## src/rtl/ps2_rx_fifo.sv

```systemverilog
`timescale 1ns/1ps
// -----------------------------------------------------------------------------
// ps2_rx_fifo
//
// PS/2 host-side receiver. The raw, asynchronous PS/2 clock and data lines are
// synchronised into clk. Each 11-bit frame is deframed and checked:
//   start bit 0, eight data bits LSB first, odd parity, stop bit 1.
// A watchdog abandons a frame whose falling edges stop arriving. With DECODE=1,
// the E0 (extended) and F0 (break) prefix bytes are folded into flags on the
// next real byte. Decoded bytes are queued in a first-word-fall-through FIFO
// that is drained through a valid/ready port.
//
// Parameters
//   SYNC_STAGES     synchroniser depth for ps2_clk / ps2_data (>= 2)
//   FIFO_DEPTH      output FIFO entries (power of 2, >= 2)
//   TIMEOUT_CYCLES  clk cycles allowed between falling edges in a frame;
//                   0 disables the watchdog
//   DECODE          1 = absorb E0/F0 prefixes into flags, 0 = raw bytes
//
// Ports
//   clk          system clock
//   reset        asynchronous, active-high reset
//   ps2_clk      raw PS/2 clock (asynchronous)
//   ps2_data     raw PS/2 data (asynchronous)
//   out_valid    FIFO holds at least one entry
//   out_ready    consumer takes the head entry this cycle
//   out_data     head scancode byte (0 when empty)
//   out_break    head entry was preceded by F0
//   out_ext      head entry was preceded by E0
//   fifo_count   current FIFO occupancy
//   parity_err   one-cycle pulse: frame had bad parity
//   frame_err    one-cycle pulse: bad start or stop bit
//   timeout_err  one-cycle pulse: partial frame abandoned by the watchdog
//   overflow     one-cycle pulse: byte dropped because the FIFO was full
// -----------------------------------------------------------------------------
module ps2_rx_fifo #(
  parameter int SYNC_STAGES    = 3,
  parameter int FIFO_DEPTH     = 8,
  parameter int TIMEOUT_CYCLES = 50000,
  parameter int DECODE         = 1
) (
  input  logic                          clk,
  input  logic                          reset,
  input  logic                          ps2_clk,
  input  logic                          ps2_data,
  output logic                          out_valid,
  input  logic                          out_ready,
  output logic [7:0]                    out_data,
  output logic                          out_break,
  output logic                          out_ext,
  output logic [$clog2(FIFO_DEPTH):0]   fifo_count,
  output logic                          parity_err,
  output logic                          frame_err,
  output logic                          timeout_err,
  output logic                          overflow
);

  localparam int AW  = $clog2(FIFO_DEPTH);
  localparam int WDW = (TIMEOUT_CYCLES > 1) ? $clog2(TIMEOUT_CYCLES + 1) : 1;

  localparam logic [AW:0]    FULL_COUNT = (AW + 1)'(FIFO_DEPTH);
  localparam logic [WDW-1:0] WD_LIMIT   = WDW'(TIMEOUT_CYCLES);
  localparam logic [3:0]     STOP_BIT   = 4'd10;
  localparam logic [7:0]     BYTE_BREAK = 8'hF0;
  localparam logic [7:0]     BYTE_EXT   = 8'hE0;

  typedef enum logic {
    IDLE,
    RECV
  } state_t;

  // ---------------------------------------------------------------------------
  // Synchronisers. Both chains reset to 1 (idle bus) so releasing reset can
  // never look like a falling edge. Index 0 is the newest sample.
  // ---------------------------------------------------------------------------
  logic [SYNC_STAGES-1:0] clk_sync;
  logic [SYNC_STAGES-2:0] data_sync;
  logic                   fall;
  logic                   bit_in;

  always_ff @(posedge clk or posedge reset) begin
    if (reset) begin
      clk_sync <= '1;
    end else begin
      // NOTE: sequential state uses non-blocking assignments so every flop
      // samples the values from before the edge, independent of statement order.
      clk_sync <= {clk_sync[SYNC_STAGES-2:0], ps2_clk};
    end
  end

  // The data chain stops one stage short of the clock chain: the data bit is
  // taken from the stage aligned with the newer half of the edge detector.
  generate
    if (SYNC_STAGES > 2) begin : g_data_sync
      always_ff @(posedge clk or posedge reset) begin
        if (reset) begin
          data_sync <= '1;
        end else begin
          data_sync <= {data_sync[SYNC_STAGES-3:0], ps2_data};
        end
      end
    end else begin : g_data_sync_1
      always_ff @(posedge clk or posedge reset) begin
        if (reset) begin
          data_sync <= '1;
        end else begin
          data_sync <= ps2_data;
        end
      end
    end
  endgenerate

  assign fall   = clk_sync[SYNC_STAGES-1] & ~clk_sync[SYNC_STAGES-2];
  assign bit_in = data_sync[SYNC_STAGES-2];

  // ---------------------------------------------------------------------------
  // Deframing FSM with watchdog and prefix decode.
  // shreg collects d0..d7 then the parity bit; after nine shifts d0 sits in
  // bit 0 and parity in bit 8.
  // ---------------------------------------------------------------------------
  state_t           state, state_n;
  logic [3:0]       bit_cnt, bit_cnt_n;
  logic [8:0]       shreg, shreg_n;
  logic [WDW-1:0]   wd_cnt, wd_cnt_n;
  logic             pend_break, pend_break_n;
  logic             pend_ext, pend_ext_n;
  logic             push_req, push_req_n;
  logic [9:0]       push_word, push_word_n;
  logic             parity_err_n, frame_err_n, timeout_err_n;
  logic             wd_hit;
  logic             fifo_full;

  assign wd_hit = (TIMEOUT_CYCLES != 0) && (wd_cnt == WD_LIMIT);

  always_comb begin
    // NOTE: every signal driven here gets a default first, so no path can
    // leave one unassigned and infer a latch.
    state_n       = state;
    bit_cnt_n     = bit_cnt;
    shreg_n       = shreg;
    wd_cnt_n      = wd_cnt;
    pend_break_n  = pend_break;
    pend_ext_n    = pend_ext;
    push_req_n    = 1'b0;
    push_word_n   = push_word;
    parity_err_n  = 1'b0;
    frame_err_n   = 1'b0;
    timeout_err_n = 1'b0;

    unique case (state)
      IDLE: begin
        if (fall) begin
          if (!bit_in) begin
            state_n   = RECV;
            bit_cnt_n = 4'd1;
            wd_cnt_n  = '0;
          end else begin
            // A falling edge with data high cannot be a start bit.
            frame_err_n  = 1'b1;
            pend_break_n = 1'b0;
            pend_ext_n   = 1'b0;
          end
        end
      end

      RECV: begin
        if (wd_hit) begin
          // Stalled frame: drop the partial byte and any pending prefixes.
          timeout_err_n = 1'b1;
          state_n       = IDLE;
          bit_cnt_n     = '0;
          pend_break_n  = 1'b0;
          pend_ext_n    = 1'b0;
        end else if (fall) begin
          wd_cnt_n = '0;
          if (bit_cnt != STOP_BIT) begin
            shreg_n   = {bit_in, shreg[8:1]};
            bit_cnt_n = bit_cnt + 4'd1;
          end else begin
            state_n   = IDLE;
            bit_cnt_n = '0;
            if (!(^shreg)) begin
              // Odd parity: data plus parity bit must hold an odd number of 1s.
              parity_err_n = 1'b1;
              pend_break_n = 1'b0;
              pend_ext_n   = 1'b0;
            end else if (!bit_in) begin
              frame_err_n  = 1'b1;
              pend_break_n = 1'b0;
              pend_ext_n   = 1'b0;
            end else if ((DECODE != 0) && (shreg[7:0] == BYTE_BREAK)) begin
              pend_break_n = 1'b1;
            end else if ((DECODE != 0) && (shreg[7:0] == BYTE_EXT)) begin
              pend_ext_n = 1'b1;
            end else begin
              push_req_n   = 1'b1;
              push_word_n  = (DECODE != 0) ? {pend_break, pend_ext, shreg[7:0]}
                                           : {2'b00, shreg[7:0]};
              pend_break_n = 1'b0;
              pend_ext_n   = 1'b0;
            end
          end
        end else if (TIMEOUT_CYCLES != 0) begin
          wd_cnt_n = wd_cnt + 1'b1;
        end
      end

      default: state_n = IDLE;
    endcase

    // A byte dropped on overflow also discards any prefix seen since.
    if (push_req && fifo_full) begin
      pend_break_n = 1'b0;
      pend_ext_n   = 1'b0;
    end
  end

  always_ff @(posedge clk or posedge reset) begin
    if (reset) begin
      state       <= IDLE;
      bit_cnt     <= '0;
      shreg       <= '0;
      wd_cnt      <= '0;
      pend_break  <= 1'b0;
      pend_ext    <= 1'b0;
      push_req    <= 1'b0;
      push_word   <= '0;
      parity_err  <= 1'b0;
      frame_err   <= 1'b0;
      timeout_err <= 1'b0;
    end else begin
      state       <= state_n;
      bit_cnt     <= bit_cnt_n;
      shreg       <= shreg_n;
      wd_cnt      <= wd_cnt_n;
      pend_break  <= pend_break_n;
      pend_ext    <= pend_ext_n;
      push_req    <= push_req_n;
      push_word   <= push_word_n;
      parity_err  <= parity_err_n;
      frame_err   <= frame_err_n;
      timeout_err <= timeout_err_n;
    end
  end

  // ---------------------------------------------------------------------------
  // Output FIFO: first-word fall-through, entries are {break, ext, byte}.
  // Full is judged before any pop in the same cycle, so a push into a full
  // FIFO is dropped even when the consumer is reading.
  // ---------------------------------------------------------------------------
  logic [9:0]  mem [FIFO_DEPTH];
  logic [AW-1:0] wr_ptr, rd_ptr;
  logic [AW:0]   count;
  logic          do_push, do_pop;
  logic [9:0]    head;

  assign fifo_full = (count == FULL_COUNT);
  assign do_push   = push_req & ~fifo_full;
  assign do_pop    = out_valid & out_ready;

  // NOTE: the storage array has no reset; the pointers and count define which
  // entries are live, and the outputs are gated while the FIFO is empty.
  always_ff @(posedge clk) begin
    if (do_push) begin
      mem[wr_ptr] <= push_word;
    end
  end

  // Pointers are exactly AW bits wide, so they wrap modulo FIFO_DEPTH.
  always_ff @(posedge clk or posedge reset) begin
    if (reset) begin
      wr_ptr   <= '0;
      rd_ptr   <= '0;
      count    <= '0;
      overflow <= 1'b0;
    end else begin
      overflow <= push_req & fifo_full;
      if (do_push) begin
        wr_ptr <= wr_ptr + 1'b1;
      end
      if (do_pop) begin
        rd_ptr <= rd_ptr + 1'b1;
      end
      unique case ({do_push, do_pop})
        2'b10:   count <= count + 1'b1;
        2'b01:   count <= count - 1'b1;
        default: count <= count;
      endcase
    end
  end

  assign head       = mem[rd_ptr];
  assign out_valid  = (count != '0);
  assign out_data   = out_valid ? head[7:0] : 8'h00;
  assign out_break  = out_valid & head[9];
  assign out_ext    = out_valid & head[8];
  assign fifo_count = count;

endmodule

```

## config.mk

```make
export PLATFORM = sky130hd
export DESIGN_NAME = ps2_rx_fifo
export DESIGN_NICKNAME = d
export VERILOG_FILES = /design/src/rtl/ps2_rx_fifo.sv
export SDC_FILE = /design/constraint.sdc
export NUM_CORES = 1
export LEC_CHECK = 0
export ABC_AREA = 1
export ABC_CLOCK_PERIOD_IN_PS = 3400
export CORE_ASPECT_RATIO = 1.5
export CORE_MARGIN = 2
export CORE_UTILIZATION = 60
export CTS_CLUSTER_DIAMETER = 150
export DETAILED_ROUTE_END_ITERATION = 16
export PLACE_DENSITY = 0.79
export REMOVE_ABC_BUFFERS = 1
export SLEW_MARGIN = 10
export SYNTH_ARGS = -nofsm -noshare
export SYNTH_HDL_FRONTEND = slang
export SYNTH_SLANG_ARGS = --single-unit
```

## constraint.sdc

```tcl
create_clock -name clk -period 3.4 [get_ports clk]
set_input_delay 0.51 -clock clk [delete_from_list [all_inputs] [get_ports clk]]
set_output_delay 0.51 -clock clk [all_outputs]
set_load 0.03 [all_outputs]
```

==> key figures, run 1 <==
Global routing
  – Vias in the first global route: 4401
  – Largest net degree at the start of global routing: 63
  – Initial antenna violation count: 0
  – Grt ovf: 0
  – Global-route wire length before repair: 20.76 mm
  – Total GRT Usage: 0.2400

Die
  – Chip width: 88.50 um
  – Io pins: 24
  – Core ar.: 10530 um2
  – Die Area: 11570 um2
  – Die Y: 130.8 um
  – Row Count: 46
  – Initial core utilization: 0.6101

STA
  – Final period util: 0.9200
  – Fin. max-slew vios: 0
  – Final setup viols: 0
  – Rel. slew slack: 0.2775
  – Final hold vios: 0
  – TNS Setup: 0 ns
  – Worst Tran Pin Value: 1.080 ns
  – Worst Clk Skew: 0.009264 ns
  – Unrepaired setup endpoints after global routing: false
  – Fmax: 0.3197 GHz
  – Tmin final: 3.128 ns

Layout
  – Share of cells above drive strength 1: 0.1195
  – Diode count: 0
  – Final std cells w/o fill: 822
  – # fillers: 775
  – # nets final: 684
  – Area growth from synthesis to layout: 16.34%

Route
  – Mean routed wirelength per cell: 15.34 um
  – Initial DRC Count: 316
  – Total number of vias: 4521
  – Drt pass-1 iters: 5
  – Vias per std cell: 5.500
  – ANT nets after route: 0
  – DRC Markers: 0
  – Drt total wl: 12.61 mm

Logic synthesis
  – Largest family of logic cells by synthesized area: simple AND/OR/NAND/NOR gates
  – Async SR Flop Fraction: 0.4366
  – Post-synth top cells: nor2_1, nand2_1, edfxtp_1, o21ai_0, inv_1
  – Adder and majority gate portion of the synthesized area: 0.02726
  – Post-synthesis mux area share: 0
  – Post-synthesis cell area: 6426 um2
  – Seq cells post-synth: 142
  – Register area share after synthesis: 0.6162
  – Synth warn: 0
  – Top FF cell, synth: edfxtp_1
  – Post-synth cell types: 37
  – Share of the synthesized area in the top cell type: 0.3738
  – Count leader, synth: nor2_1
  – Synth Area in XOR/XNOR: 0.01363
  – Post-synth top area cell: edfxtp_1
  – Post-synth EDFFs: 80
  – Synthesized instance count: 633
  – Post-synthesis compound-gate area fraction: 0.1065
  – Post-Synth Simple-Gate Area: 0.1836
  – Mean post-synth cell area: 10.15 um2
  – Ranking of synthesized cells by area: edfxtp_1, dfrtp_1, o21ai_0, nor2_1, nand2_1

Placement
  – Dpl cells: 790
  – Port buffer count: 23
  – GP Congestion: 0.8784
  – Dpl hpwl: 8.403 mm

Clock network
  – CTS tree: built
  – Root buffer cell: clkbuf_16
  – Worst skew pair latency: 0.41 ns
  – PostCTS Resize Cnt: 0
  – TritonCTS sink count: 142
  – Cts hold-fix bufs: 0
  – Max clock buf depth: 2
  – Post-CTS Setup Inserts: 0
  – Clock Pin Slew Worst Setup and Hold Paths: 0.06 ns
  – Num CTS Buffers: 17
  – H-tree depth: 4

Setup path
  – Worst-path maximum fanout: 21
  – Worst r2r src: fifo_count[0]
  – CP startpoint kind: flip-flop
  – Worst path buffer plus inverter count: 2
  – R2R setup slack: 0.59 ns
  – Critical-path cell list: inv_1 > o21ai_0 > o22ai_1 > o21ai_0 > a31oi_1 > clkdlybuf4s50_1
  – Slowest stage delay, CP: 0.70 ns
  – Worst EP required: 2.89 ns
  – Crit path DAT: 2.62 ns
  – Crit end category: output port
  – RR Endpoint: fifo_count[2]
  – Cell mode on critical path: o21ai_0
  – Delay-heaviest family, CP: buffers and inverters
  – CP max stage cell: clkdlybuf4s50_1
  – Critical path class: flip-flop to output port
  – Cells on worst reg2reg path: 11

Run
  – Number of max-cap violations: 0

Min path
  – Worst Hold Endpoint: clk_sync[1]
  – Hold depth: 0
  – Hold Crit Start: clk_sync[0]
  – Min-delay worst type: flip-flop to flip-flop

Power and ir drop
  – Leakage: 0.003043 uW
  – Pwr/cell area: 837.8 nW/um2
  – Peak VDD IR: 0.4230 mV

Outcome
  – Status: complete, no violations
final cells by class:
class | count | area, um2 | share of cell area
clock inverter | 13 | 232.7 | 0.03113
multi-input combinational | 406 | 2127 | 0.2845
sequential | 142 | 3960 | 0.5297
clock buffer | 19 | 432.9 | 0.05791
inverter | 66 | 247.7 | 0.03314
timing repair buffer | 32 | 295.3 | 0.03950
tap | 144 | 180.2 | 0.02410
flip-flops by register name, indices dropped and copies added (netlist names):
name and flops:
push_req 1, data_sync 2, pend_break 1, timeout_err 1, parity_err 1, rd_ptr 3, clk_sync 3, bit_cnt 4
fifo_count 4, wr_ptr 3, state 1, frame_err 1, wd_cnt 16, overflow 1, mem 80, push_word 10
pend_ext 1, shreg 9
metal layers:
layer | routed length (um) | up-vias | GRT usage
li1 | - | 2213 | -
met1 | 4664 | 2174 | 0.2616
met2 | 7238 | 112 | 0.4529
met3 | 456 | 22 | 0.04899
met4 | 249 | 0 | 0.08467
met5 | 0 | - | 0
metrics by stage:
step | hold WS (ns) | worst slack [ns] | util | power, uW | area [um2]
detailed placement | 0.3473 | 0.7028 | 0.6466 | 4214 | 6810
global placement | 0.3461 | 0.8038 | 0.6466 | 4113 | 6810
floorplan | 0.3452 | 0.6513 | - | 3552 | 6335
finish | 0.3546 | 0.2722 | 0.7098 | 6264 | 7476
CTS | 0.3553 | 0.2254 | 0.7098 | 6303 | 7476
global route | 0.3559 | 0.05557 | 0.7098 | 6625 | 7476
where the power goes:
group | switching, uW | internal (uW)
clock | 687 | 1380
sequential | 137 | 1960
combinational | 1360 | 738
kinds of logic after synthesis:
group | count (synthesis)
flops | 142
xor+xnor | 10
simple gates | 260
fa+ha+maj | 14
buf+inv | 85
compound gates | 122
how the worst max path moves through the flow:
stage	from	to	slack [ns]	cells after the start
4_1_cts	rd_ptr[1]	out_data[0]	0.23	6
3_5_place_dp	rd_ptr[1]	out_data[0]	0.70	6
6_report	rd_ptr[1]	out_data[0]	0.27	6
5_1_grt	rd_ptr[1]	out_data[0]	0.06	6
2_1_floorplan	rd_ptr[0]	out_data[0]	0.65	5
3_3_place_gp	rd_ptr[1]	out_data[5]	0.80	6
placed cells by master, fill, tap and decap left out, drive strengths merged, types with 3 or more instances in the layout:
| master | synthesis | layout |
|---|---|---|
| nor2 | 104 | 104 |
| nand2 | 99 | 99 |
| o21ai | 84 | 84 |
| edfxtp | 80 | 80 |
| inv | 65 | 68 |
| dfrtp | 57 | 57 |
| nand3 | 34 | 34 |
| clkdlybuf4s50 | 0 | 22 |
| clkbuf | 16 | 19 |
| ha | 14 | 14 |
| nand4 | 13 | 13 |
| o22ai | 12 | 12 |
| a21oi | 12 | 12 |
| a31oi | 10 | 10 |
| buf | 3 | 10 |
| nor3 | 8 | 8 |
| xor2 | 7 | 7 |
| bufinv | 0 | 6 |
| dfstp | 5 | 5 |
| clkinv | 1 | 5 |
| xnor2 | 3 | 3 |
Note: power is estimated with default switching activity, not from simulation.
==> run 2, diff against run 1 <==
--- a/config.mk
+++ b/config.mk
@@ -6,13 +6,13 @@
 export NUM_CORES = 1
 export LEC_CHECK = 0
 export ABC_AREA = 1
-export ABC_CLOCK_PERIOD_IN_PS = 3400
+export ABC_CLOCK_PERIOD_IN_PS = 2500
 export CORE_ASPECT_RATIO = 1.5
 export CORE_MARGIN = 2
-export CORE_UTILIZATION = 60
+export CORE_UTILIZATION = 55
 export CTS_CLUSTER_DIAMETER = 150
 export DETAILED_ROUTE_END_ITERATION = 16
-export PLACE_DENSITY = 0.79
+export PLACE_DENSITY = 0.76
 export REMOVE_ABC_BUFFERS = 1
 export SLEW_MARGIN = 10
 export SYNTH_ARGS = -nofsm -noshare
==> constraint.sdc (replaced) <==
create_clock -name clk -period 2.5 [get_ports clk]
set_input_delay 0.375 -clock clk [delete_from_list [all_inputs] [get_ports clk]]
set_output_delay 0.375 -clock clk [all_outputs]
set_load 0.03 [all_outputs]
==> run 2 against run 1 <==
  * Count of clock-buffer cells in the layout down 2
  * Die area up 8.7%
  * Cell area up 0.40%
  * First-iteration DRC count down 15%
==> key figures, run 2 (same netlist as run 1, synthesis figures left out) <==
Route
  – Drt total wl: 13.43 mm (was 12.61 mm)
  – Vias per std cell: 5.516 (was 5.500)
  – ANT nets after route: 0 (unchanged)
  – Mean routed wirelength per cell: 16.01 um (was 15.34 um)
  – DRC Markers: 0 (unchanged)
  – Total number of vias: 4628 (was 4521)
  – Drt pass-1 iters: 5 (unchanged)
  – Initial DRC Count: 268 (was 316)

Global routing
  – Grt ovf: 0 (unchanged)
  – Total GRT Usage: 0.2273 (was 0.2400)
  – Initial antenna violation count: 0 (unchanged)
  – Vias in the first global route: 4555 (was 4401)
  – Largest net degree at the start of global routing: 63 (unchanged)
  – Global-route wire length before repair: 21.91 mm (was 20.76 mm)

STA
  – Tmin final: 2.407 ns
  – Final period util: 0.9629
  – Worst Tran Pin Value: 0.5719 ns (was 1.080 ns)
  – Final setup viols: 0 (unchanged)
  – PnR worst setup slack: 0.09270 ns (was 0.2722 ns)
  – Final hold vios: 0 (unchanged)
  – Rel. slew slack: 0.6158 (was 0.2775)
  – Worst Clk Skew: 0.004860 ns (was 0.009264 ns)
  – Unrepaired setup endpoints after global routing: false (unchanged)
  – WHS: 0.3430 ns (was 0.3546 ns)
  – Fmax: 0.4154 GHz
  – Fin. max-slew vios: 0 (unchanged)

Die
  – Die Y: 136.4 um (was 130.8 um)
  – Row Count: 48 (was 46)
  – Initial core utilization: 0.5602 (was 0.6101)
  – Io pins: 24 (unchanged)
  – Chip width: 92.26 um (was 88.50 um)
  – Core ar.: 11470 um2 (was 10530 um2)
  – Die Area: 12580 um2 (was 11570 um2)

Run
  – Number of max-cap violations: 0 (unchanged)

Setup path
  – CP startpoint kind: flip-flop (unchanged)
  – Critical path class: flip-flop to output port (unchanged)
  – Critical Path Stages: 6 (unchanged)
  – Worst EP required: 2.12 ns (was 2.89 ns)
  – RR Endpoint: fifo_count[2] (unchanged)
  – Worst-path maximum fanout: 25 (was 21)
  – Crit end category: output port (unchanged)
  – Crit path DAT: 2.03 ns (was 2.62 ns)
  – Delay-heaviest family, CP: buffers and inverters (unchanged)
  – Worst path buffer plus inverter count: 2 (unchanged)
  – Cells on worst reg2reg path: 12 (was 11)
  – Critical Path Source: rd_ptr[0] (was rd_ptr[1])
  – Slowest stage delay, CP: 0.41 ns (was 0.70 ns)
  – Worst Setup EP: out_data[0] (unchanged)
  – Cell mode on critical path: o21ai_0 (unchanged)
  – R2R setup slack: 0.19 ns (was 0.59 ns)
  – Worst r2r src: fifo_count[0] (unchanged)
  – Critical-path cell list: buf_4 > o21ai_0 > o22ai_1 > o21ai_0 > a31oi_1 > dlygate4sd2_1 (was inv_1 > o21ai_0 > o22ai_1 > o21ai_0 > a31oi_1 > clkdlybuf4s50_1)
  – CP max stage cell: dlygate4sd2_1 (was clkdlybuf4s50_1)

Clock network
  – Clock Pin Slew Worst Setup and Hold Paths: 0.06 ns (about the same)
  – TritonCTS sink count: 142 (unchanged)
  – H-tree depth: 4 (unchanged)
  – Max clock buf depth: 2 (unchanged)
  – Root buffer cell: clkbuf_16 (unchanged)
  – Post-CTS Setup Inserts: 0 (unchanged)
  – Worst skew pair latency: 0.41 ns (about the same)
  – CTS tree: built (unchanged)
  – Num CTS Buffers: 17 (unchanged)

Placement
  – Port buffer count: 23 (unchanged)
  – Setup WS pre-CTS: 0.1990 ns (was 0.7028 ns)
  – Placed Area: 6923 um2 (was 6810 um2)
  – Dpl hpwl: 9.003 mm (was 8.403 mm)
  – GP Congestion: 0.8361 (was 0.8784)

Layout
  – # nets final: 695 (was 684)
  – Diode count: 0 (unchanged)
  – Commonest non-fill, non-tap cell in the layout: nor2_1 (unchanged)
  – Share of cells above drive strength 1: 0.1466 (was 0.1195)
  – Area growth from synthesis to layout: 16.80% (was 16.34%)
  – Top flop regs: mem x80, wd_cnt x16, push_word x10 (unchanged)
  – Max reg flops: 80 (unchanged)
  – Most frequent cells in the layout: nor2_1, nand2_1, edfxtp_1 (unchanged)
  – Top reg by flops: mem (unchanged)
  – Post-route design area: 7506 um2 (was 7476 um2)

Min path
  – Min-delay worst type: primary input to async pin (was flip-flop to flip-flop)

Power and ir drop
  – Leakage: 0.003100 uW (was 0.003043 uW)
  – Peak VDD IR: 0.6609 mV (was 0.4230 mV)
  – Pwr/cell area: 1104 nW/um2 (was 837.8 nW/um2)

Outcome
  – Status: complete, no violations (unchanged)
## run 2: cell count changes in the layout (fill, tap and decap cells not counted), sizes merged, moves of 2 or more
cell,previous run,this run
buf,10,22
clkdlybuf4s50,22,13
bufinv,6,3
clkinv,5,8
clkinvlp,0,3
dlygate4sd2,0,3
clkbuf,19,21
## run 2: worst min path at each step
| stage | start | to | cells past startpoint |
|---|---|---|---|
| global route | data_sync[0] | data_sync[1] | 0 |
| global placement | clk_sync[0] | clk_sync[1] | 0 |
| CTS | reset | rd_ptr[2] | 3 |
| floorplan | clk_sync[0] | clk_sync[1] | 0 |
| finish | reset | rd_ptr[2] | 3 |
| detailed placement | data_sync[0] | data_sync[1] | 0 |
## run 2: per-stage QoR
step | utilization | TNS, ns | std cells | power, uW
4_1_cts | 0.6546 | 0 | 839 | 8323
2_1_floorplan | - | -1.118 | 614 | 4848
3_5_place_dp | 0.6035 | 0 | 807 | 5885
6_report | 0.6543 | 0 | 839 | 8289
3_3_place_gp | 0.6035 | 0 | 807 | 5752
5_1_grt | 0.6543 | 0 | 839 | 8756
## run 2: final cells by class
| class | instances | area, um2 |
|---|---|---|
| clock inverter | 15 | 170.2 |
| timing repair buffer | 43 | 376.6 |
| clock buffer | 17 | 425.4 |
| fill | 850 | 3965 |
| inverter | 66 | 247.7 |
| sequential | 142 | 3961 |
| tap | 150 | 187.7 |
| multi-input combinational | 406 | 2137 |
## run 2: where the power goes
part / internal (uW) / switching [uW]
combinational: 1020 / 1900
clock: 1560 / 940
sequential: 2670 / 197
total: 5250 / 3040
## run 2: timing repair
item / 4_1_cts / 5_1_grt
cloned: 0 / 0
endpoints found under the setup margin: 8 / 6
hold buffers: 0 / 0
gates resized for setup: 8 / 16
## run 2: worst register-to-register path: stages, from the launching register on
cell and delay (ns):
dfrtp_1 0.45, nor2_2 0.17, nand3_1 0.08, buf_4 0.19, nand2_1 0.11, inv_1 0.12
ha_1 0.27, xor2_2 0.18, ha_1 0.21, a21oi_1 0.16, a21oi_1 0.08, o21ai_0 0.08
o21a_1 0.14
## run 2: routing by layer
metal,track usage,vias to the layer above,routed length (um)
li1,-,2238,-
met1,0.2451,2255,5169
met2,0.4420,114,7643
met3,0.03991,21,409
met4,0.07794,0,212
met5,0,-,0
==> run 3, diff against run 2 <==
--- a/config.mk
+++ b/config.mk
@@ -9,10 +9,10 @@
 export ABC_CLOCK_PERIOD_IN_PS = 2500
 export CORE_ASPECT_RATIO = 1.5
 export CORE_MARGIN = 2
-export CORE_UTILIZATION = 55
+export CORE_UTILIZATION = 40
+export CTS_BUF_LIST = sky130_fd_sc_hd__clkbuf_8 sky130_fd_sc_hd__clkbuf_16
 export CTS_CLUSTER_DIAMETER = 150
 export DETAILED_ROUTE_END_ITERATION = 16
-export PLACE_DENSITY = 0.76
 export REMOVE_ABC_BUFFERS = 1
 export SLEW_MARGIN = 10
 export SYNTH_ARGS = -nofsm -noshare
==> run 3 against run 2 <==
  * Critical endpoint is now out_data[1]
  * Core utilization is 17 points lower
  * Sequential share of layout area decreased by 0.25 points
  * Wire length is 1.7% lower
  * Count of clock-buffer cells in the layout unchanged
  * Global-route usage is 6.6 points lower
  * Critical path depth up 2
  * Register-to-register slack better by 0.09 ns
  * First-iteration DRC count down 13%
  * Final cell count grew 6.6%
  * Die area grew 36%
  * Clock skew rose by 0.0057 ns
  * Non-clock buffer count rose by 2
==> key figures, run 3 (same netlist as run 1, synthesis figures left out) <==
Die
  – Core ar.: 15700 um2 (was 11470 um2)
  – Io pins: 24 (unchanged)
  – Die Y: 159.2 um (was 136.4 um)
  – Die Area: 17120 um2 (was 12580 um2)
  – Row Count: 56 (was 48)
  – Initial core utilization: 0.4094 (was 0.5602)
  – Chip width: 107.5 um (was 92.26 um)

Global routing
  – Vias in the first global route: 4563 (was 4555)
  – Global-route wire length before repair: 21.93 mm (was 21.91 mm)
  – Grt ovf: 0 (unchanged)
  – Total GRT Usage: 0.1615 (was 0.2273)
  – Initial antenna violation count: 0 (unchanged)
  – Largest net degree at the start of global routing: 47 (was 63)

Layout
  – Most frequent cells in the layout: nor2_1, nand2_1, edfxtp_1 (unchanged)
  – Max reg flops: 80 (unchanged)
  – Diode count: 0 (unchanged)
  – Core Util, Final: 0.4804 (was 0.6543)
  – # fillers: 1429 (was 850)
  – Top flop regs: mem x80, wd_cnt x16, push_word x10 (unchanged)
  – Final std cells w/o fill: 894 (was 839)
  – Area growth from synthesis to layout: 17.33% (was 16.80%)
  – Commonest non-fill, non-tap cell in the layout: nor2_1 (unchanged)
  – Top reg by flops: mem (unchanged)
  – # nets final: 697 (was 695)
  – Share of cells above drive strength 1: 0.1520 (was 0.1466)

Setup path
  – R2R setup slack: 0.28 ns (was 0.19 ns)
  – CP startpoint kind: flip-flop (unchanged)
  – Worst EP required: 2.12 ns (about the same)
  – Crit end category: output port (unchanged)
  – Crit path DAT: 1.99 ns (was 2.03 ns)
  – Critical path class: flip-flop to output port (unchanged)
  – Worst r2r src: fifo_count[0] (unchanged)
  – Critical Path Source: rd_ptr[0] (unchanged)
  – Worst-path maximum fanout: 30 (was 25)

Clock network
  – Root buffer cell: clkbuf_16 (unchanged)
  – Worst skew pair latency: 0.41 ns (about the same)
  – Max clock buf depth: 2 (unchanged)
  – Clock Pin Slew Worst Setup and Hold Paths: 0.06 ns (about the same)
  – H-tree depth: 4 (unchanged)
  – CTS tree: built (unchanged)
  – Num CTS Buffers: 17 (unchanged)
  – TritonCTS sink count: 142 (unchanged)
  – Post-CTS Setup Inserts: 0 (unchanged)

Route
  – Initial DRC Count: 233 (was 268)
  – Drt pass-1 iters: 5 (unchanged)
  – ANT nets after route: 0 (unchanged)
  – Total number of vias: 4572 (was 4628)
  – Vias per std cell: 5.114 (was 5.516)
  – Drt total wl: 13.20 mm (was 13.43 mm)
  – DRC Markers: 0 (unchanged)
  – Mean routed wirelength per cell: 14.77 um (was 16.01 um)

Power and ir drop
  – Clock share of power: 0.292 (was 0.302)
  – Flop pwr share: 0.348 (was 0.346)
  – Pwr/cell area: 1085 nW/um2 (was 1104 nW/um2)
  – Switching power: 3090 uW (was 3039 uW)
  – Internal Power: 5087 uW (was 5249 uW)
  – Combinational share of power: 0.361 (was 0.352)
  – Peak VDD IR: 0.4745 mV (was 0.6609 mV)
  – Switch share: 0.3779 (was 0.3667)
  – Leakage: 0.003099 uW (was 0.003100 uW)

Placement
  – Port buffer count: 23 (unchanged)
  – GP Congestion: 0.8381 (was 0.8361)
  – Dpl hpwl: 9.105 mm (was 9.003 mm)
  – Dpl cells: 862 (was 807)
  – Setup WS pre-CTS: 0.1645 ns (was 0.1990 ns)

STA
  – Worst Tran Pin Value: 0.5555 ns (was 0.5719 ns)
  – TNS Setup: 0 ns (unchanged)
  – WHS: 0.2559 ns (was 0.3430 ns)
  – Final period util: 0.9459 (was 0.9629)
  – Rel. slew slack: 0.6293 (was 0.6158)
  – PnR worst setup slack: 0.1353 ns (was 0.09270 ns)
  – Fmax: 0.4229 GHz (was 0.4154 GHz)
  – Final setup viols: 0 (unchanged)
  – Fin. max-slew vios: 0 (unchanged)
  – Unrepaired setup endpoints after global routing: false (unchanged)
  – Final hold vios: 0 (unchanged)
  – Tmin final: 2.365 ns (was 2.407 ns)
  – Worst Clk Skew: 0.01059 ns (was 0.004860 ns)

Min path
  – Min-delay worst type: primary input to async pin (unchanged)

Run
  – Number of max-cap violations: 0 (unchanged)

Outcome
  – Status: complete, no violations (unchanged)
-- run 3: cell types whose count changed in the layout (fill, tap and decap cells not counted), moves of 2 or more --
cell	delta
inv_6	+4
bufinv_16	-2
buf_4	+2
dlygate4sd2_1	-3
clkbuf_2	+3
-- run 3: worst max-delay path, stage by stage (launching register included) --
cell,delay [ns]
dfrtp_1,0.42
inv_2,0.12
buf_12,0.18
buf_4,0.17
nor2_1,0.05
o22ai_1,0.16
o21ai_0,0.12
a31oi_1,0.17
buf_4,0.19
-- run 3: final cells by class --
class / count / area (um2) / area share
well taps: 203 / 254.0 / 0.03369
clock inverters: 15 / 135.1 / 0.01792
multi-input cells: 406 / 2127 / 0.2821
clock buffers: 17 / 425.4 / 0.05642
repair buffers: 45 / 390.4 / 0.05178
inverters: 66 / 247.7 / 0.03286
flip-flops and latches: 142 / 3960 / 0.5252
-- run 3: repair_timing --
item,in CTS,in global routing
resized for setup,8,21
endpoints found under the setup margin,7,9
hold buffers,0,0
-- run 3: worst paths after layout --
| path | endpoint | depth (start not counted) |
|---|---|---|
| min in group clk | data_sync[1] | 0 |
| worst max register to register | fifo_count[2] | 12 |
| worst max-delay path | out_data[1] | 8 |
| worst min-delay path | bit_cnt[1] | 2 |
| max in group asynchronous | data_sync[0] | 3 |
| worst min register to register | data_sync[1] | 0 |
-- run 3: stage by stage --
stage	cell area (um2)	total power, uW
floorplan	6335	4848
global placement	7014	5856
detailed placement	7014	5942
CTS	7567	8265
global route	7540	8676
finish	7540	8177
-- run 3: power by group through the flow --
stage,clock [uW],sequential [uW],combinational (uW)
2_1_floorplan,0,3000,1850
3_3_place_gp,0,2870,2980
3_5_place_dp,0,2880,3060
4_1_cts,2430,2840,3000
5_1_grt,2550,2870,3260
6_report,2380,2840,2950
-- run 3: metal layers --
metal	GRT usage	share of wire
met1	0.1852	0.41
met5	0	0
met4	0.06527	0.021
met2	0.2899	0.55
met3	0.03111	0.027
